===== config.mk =====
export PLATFORM = sky130hd
export DESIGN_NAME = tff_toggle_gen
export DESIGN_NICKNAME = d
export VERILOG_FILES = /design/src/rtl/tff_toggle_gen.sv
export SDC_FILE = /design/constraint.sdc
export NUM_CORES = 1
export LEC_CHECK = 0
export CORE_ASPECT_RATIO = 1.75
export CORE_MARGIN = 1.5
export CORE_UTILIZATION = 31
export CTS_BUF_LIST = sky130_fd_sc_hd__clkbuf_8
export CTS_CLUSTER_SIZE = 25
export DETAILED_ROUTE_END_ITERATION = 7
export DONT_BUFFER_PORTS = 1
export PLACE_DENSITY = 0.49
export REMOVE_ABC_BUFFERS = 1
export SKIP_LAST_GASP = 1
export SLEW_MARGIN = 20
export SYNTH_ARGS = -nofsm -noshare
export SYNTH_HDL_FRONTEND = slang
export SYNTH_SLANG_ARGS = --single-unit

===== constraint.sdc =====
create_clock -name clk -period 2.7 [get_ports clk]
set_clock_uncertainty 0.1 [all_clocks]
set_input_delay 0.54 -clock clk [delete_from_list [all_inputs] [get_ports clk]]
set_output_delay 0.54 -clock clk [all_outputs]
set_load 0.02 [all_outputs]

===== src/rtl/tff_toggle_gen.sv =====
// tff_toggle_gen: turns a raw, bouncing push-button into one single-cycle
// toggle request per accepted press. It can also generate periodic
// auto-toggle requests, and it counts every request it issues (mod 256).
module tff_toggle_gen #(
  parameter int DEBOUNCE_CYCLES = 4,
  parameter int PERIOD          = 8
) (
  input  logic       clk,
  input  logic       rstn,
  input  logic       btn,
  input  logic       auto_en,
  output logic       t,
  output logic       pressed,
  output logic [7:0] toggle_count
);

  // Terminal values are pre-sized to the counter widths so the compares match.
  localparam logic [7:0]  DB_LAST  = 8'(DEBOUNCE_CYCLES - 1);
  localparam logic [15:0] PER_LAST = 16'(PERIOD - 1);

  typedef enum logic [1:0] {
    IDLE         = 2'd0,
    PRESS_WAIT   = 2'd1,
    PRESSED      = 2'd2,
    RELEASE_WAIT = 2'd3
  } state_t;

  state_t      state;
  logic [1:0]  sync_q;
  logic        btn_s;
  logic [7:0]  db_cnt;
  logic [15:0] per_cnt;
  logic        press_evt;
  logic        auto_evt;

  assign btn_s = sync_q[1];

  // Two-flop synchroniser; nothing downstream ever looks at raw btn.
  always_ff @(posedge clk or negedge rstn) begin
    if (!rstn) sync_q <= 2'b00;
    else       sync_q <= {sync_q[0], btn};
  end

  // A press is accepted on the edge that sees the last qualifying high
  // sample. The FSM uses the same condition when it moves to PRESSED.
  always_comb begin
    press_evt = (state == PRESS_WAIT) && btn_s && (db_cnt == DB_LAST);
    auto_evt  = auto_en && (per_cnt == PER_LAST);
  end

  // Debounce FSM. db_cnt counts consecutive samples that agree with the
  // pending transition. Any disagreeing sample abandons that transition.
  always_ff @(posedge clk or negedge rstn) begin
    if (!rstn) begin
      state   <= IDLE;
      db_cnt  <= '0;
      pressed <= 1'b0;
    end else begin
      case (state)
        IDLE: begin
          if (btn_s) begin
            state  <= PRESS_WAIT;
            db_cnt <= 8'd1;
          end
        end
        PRESS_WAIT: begin
          if (!btn_s) begin
            state  <= IDLE;
            db_cnt <= '0;
          end else if (db_cnt == DB_LAST) begin
            state   <= PRESSED;
            db_cnt  <= '0;
            pressed <= 1'b1;
          end else begin
            db_cnt <= db_cnt + 8'd1;
          end
        end
        PRESSED: begin
          // A held button stays here and never re-fires.
          if (!btn_s) begin
            state  <= RELEASE_WAIT;
            db_cnt <= 8'd1;
          end
        end
        RELEASE_WAIT: begin
          if (btn_s) begin
            // This was a low glitch while held. Go back quietly.
            state  <= PRESSED;
            db_cnt <= '0;
          end else if (db_cnt == DB_LAST) begin
            state   <= IDLE;
            db_cnt  <= '0;
            pressed <= 1'b0;
          end else begin
            db_cnt <= db_cnt + 8'd1;
          end
        end
        default: begin
          state  <= IDLE;
          db_cnt <= '0;
        end
      endcase
    end
  end

  // Auto-mode period counter. Dropping auto_en discards any partial period.
  always_ff @(posedge clk or negedge rstn) begin
    if (!rstn)                  per_cnt <= '0;
    else if (!auto_en)          per_cnt <= '0;
    else if (per_cnt == PER_LAST) per_cnt <= '0;
    else                        per_cnt <= per_cnt + 16'd1;
  end

  // Press and auto events merge into one pulse, which is counted once.
  always_ff @(posedge clk or negedge rstn) begin
    if (!rstn) begin
      t            <= 1'b0;
      toggle_count <= '0;
    end else begin
      t <= press_evt | auto_evt;
      if (press_evt | auto_evt) toggle_count <= toggle_count + 8'd1;
    end
  end

endmodule


==> metrics.txt <==
hold_sp=btn; Core Footprint=5540 sq um; Setup crit start=db_cnt[0]; final hold vios=0; max_cap viols=0; die area=6170 sq um; critical path depth in cells=5; library cells used by synthesis=34; Slew HR=61.93%; GR Util met3=2.760%; # port buffers=0; clock latency on the worst-skew pair=0.29 ns; CP top delay family=simple AND/OR/NAND/NOR gates; critical path type=reg2reg; met2 usage=23.58%; Worst path max stage delay=0.51 ns; remaining antenna violation count after routing=0; # diodes=0; Primary FF master, synth=dfrtp_1; CTS tree=built; register area share after synthesis=53.90%; Syn Std Cell Area=1764 sq um; top cells by area, synth=dfrtp_1 54%, xor2_1 7.0%, xnor2_1 5.0%; Synth warnings=0; arrival time of the worst setup path=2.26 ns; via/cell ratio=4.907; Worst Setup End Kind=flop; final non-filler cell total=248; Ports=14; post-DR wirelength/cell=13.54 um; Worst Path Required=2.78 ns; Max Clk Rate=0.4567 GHz; setup bufs post-CTS=0; post-cts sizing count=0; largest net degree at the start of global routing=39; HP Class=in2reg; drt pass-1 iters=4; worst-path fanout max=9; total CTS buffers=5; most common cell in the synthesized netlist=dfrtp_1; GP Congestion=0.7203; Mapped Cells=166; crit path launch type=flop; Worst path slowest cell=or4b_4; leading area contributor after synthesis=dfrtp_1; fillers=563; first-pass GRT wire length=5.899 mm; vias after detailed routing=1217; fraction of layout cells with a size suffix above 1=9.884%; initial antenna violation count=0; reg2reg path depth=5; initial drt markers=19; Leak=0.8556 nW; drc violations=0; top cell type's share of synthesized area=53.90%; R2R Path Start=db_cnt[0]; crit path cell chain=ha_1 > or4b_4 > nor4b_2 > a21o_2 > mux2_2; Max Slew Vio Count=0; syn_area_per_cell=10.63 sq um; Initial Util=31.84%; # setup viols final=0; pwr/cell area=679.8 nW/um^2; Tcrit/Tclk final=81.10%; Bufs and invs on worst path=0; H-tree depth=2; Placement Rows=36; vias in the first global route=1263; Slew @ Worst Pin=0.5710 ns; WHS=0.1793 ns; Post-synth EDFFs=0; status=complete, no violations; Area Overhead vs Synth=11.13%; Routed WL=3.358 mm; clock tree root driver cell=clkbuf_8; CTS Sinks=38; CTS clk-pin slew, worst paths=0.08 ns; ys async rst share=100.0%; overall die height=102.8 um; most frequent cells after synthesis=38 x dfrtp_1, 22 x nor2_1, 14 x xor2_1; GRT Util Overall=12.73%; die width=60.03 um; GR Util met1=12.94%; Worst VDD drop=233.1 uV; placed instance count=238; grt peak-use layer=met2; maximum buffer depth of the clock tree=2; Setup TNS=0 ns; fin crit period=2.190 ns; total grt overflow=0; WHS Path Cells=0; nets=178; RSZ-0062 raised after global routing=no; #FFs+latches synth=38; detailed placer's ending HPWL=2.429 mm
## metal layers
layer / vias up / share of wire (%) / wire length, um
li1: 590 / - / -
met2: 22 / 55 / 1844
met5: - / 0 / 0
met4: 0 / 2.4 / 81
met3: 6 / 3.7 / 123
met1: 599 / 39 / 1308
## worst register-to-register path, cell delays in order (launching register included)
cell and delay (ns):
dfrtp_1 0.41, ha_1 0.22, or4b_4 0.51, nor4b_2 0.27, a21o_2 0.22, mux2_2 0.35
## cell usage in the layout (no fill, tap or decap), types with 2 or more instances in the layout
cell       n
nand2_1   13
nand2b_1   2
o21ai_0   10
dfrtp_1   38
nor2_1    22
clkbuf_8   6
nand4_1    6
nor3_1     2
inv_1      2
o31ai_1    2
xnor2_1   10
xor2_1    14
and3_1     6
ha_1       3
nand3_1   12
mux2_2     2
nor4_1     3
## power breakdown
part | internal, mW | switching, mW | total, mW
clock | 0.205 | 0.202 | 0.407
combinational | 0.0838 | 0.123 | 0.207
sequential | 0.619 | 0.0996 | 0.719
total | 0.908 | 0.425 | 1.33
## layout make-up
type                    count  area, sq um  share of cell area [%]
clock buffers               6        82.58                   4.212
flip-flops and latches     38        950.9                   48.50
clock inverters             2        12.51                  0.6382
well taps                  76        95.09                   4.850
inverters                   2        7.507                  0.3829
multi-input cells         122        782.0                   39.89
repair buffers              2        30.03                   1.532
## per-stage QoR
step	instance area [sq um]	setup WS (ns)	power [mW]	utilization, %
after floorplan	1740	0.6447	0.8614	-
after global placement	1836	0.5816	0.9067	33.13
after detailed placement	1836	0.5293	0.9258	33.13
after CTS	1961	0.5174	1.356	35.39
after global routing	1961	0.3386	1.416	35.39
final	1961	0.5104	1.333	35.39
## final timing paths
path                              endpoint  slack (ns)
max reg2reg                toggle_count[1]        0.51
min in group asynchronous  toggle_count[3]        0.61
min                              sync_q[0]        0.18
max                        toggle_count[1]        0.51
max in group asynchronous        db_cnt[3]        1.70
min reg2reg                      sync_q[1]        0.26
## flip-flops by register name, summed over array words and instances (netlist names), named ones only
signal / count
per_cnt: 16
db_cnt: 8
state: 1
pressed: 1
t: 1
toggle_count: 8
sync_q: 2
## kinds of logic after synthesis
logic type      after synthesis  synth area share, %
fa+ha+maj                     3                2.128
flops                        38                53.90
compound gates               18                6.525
mux                           2                1.277
xor+xnor                     24                11.91
buf+inv                       6                1.773
simple gates                 75                22.48
## what timing repair did
action                                  CTS  global route
endpoints found under the setup margin    0             0
hold endpoints to repair                 38             0
hold buffers                              2             0
(Power assumes the default switching activity.)
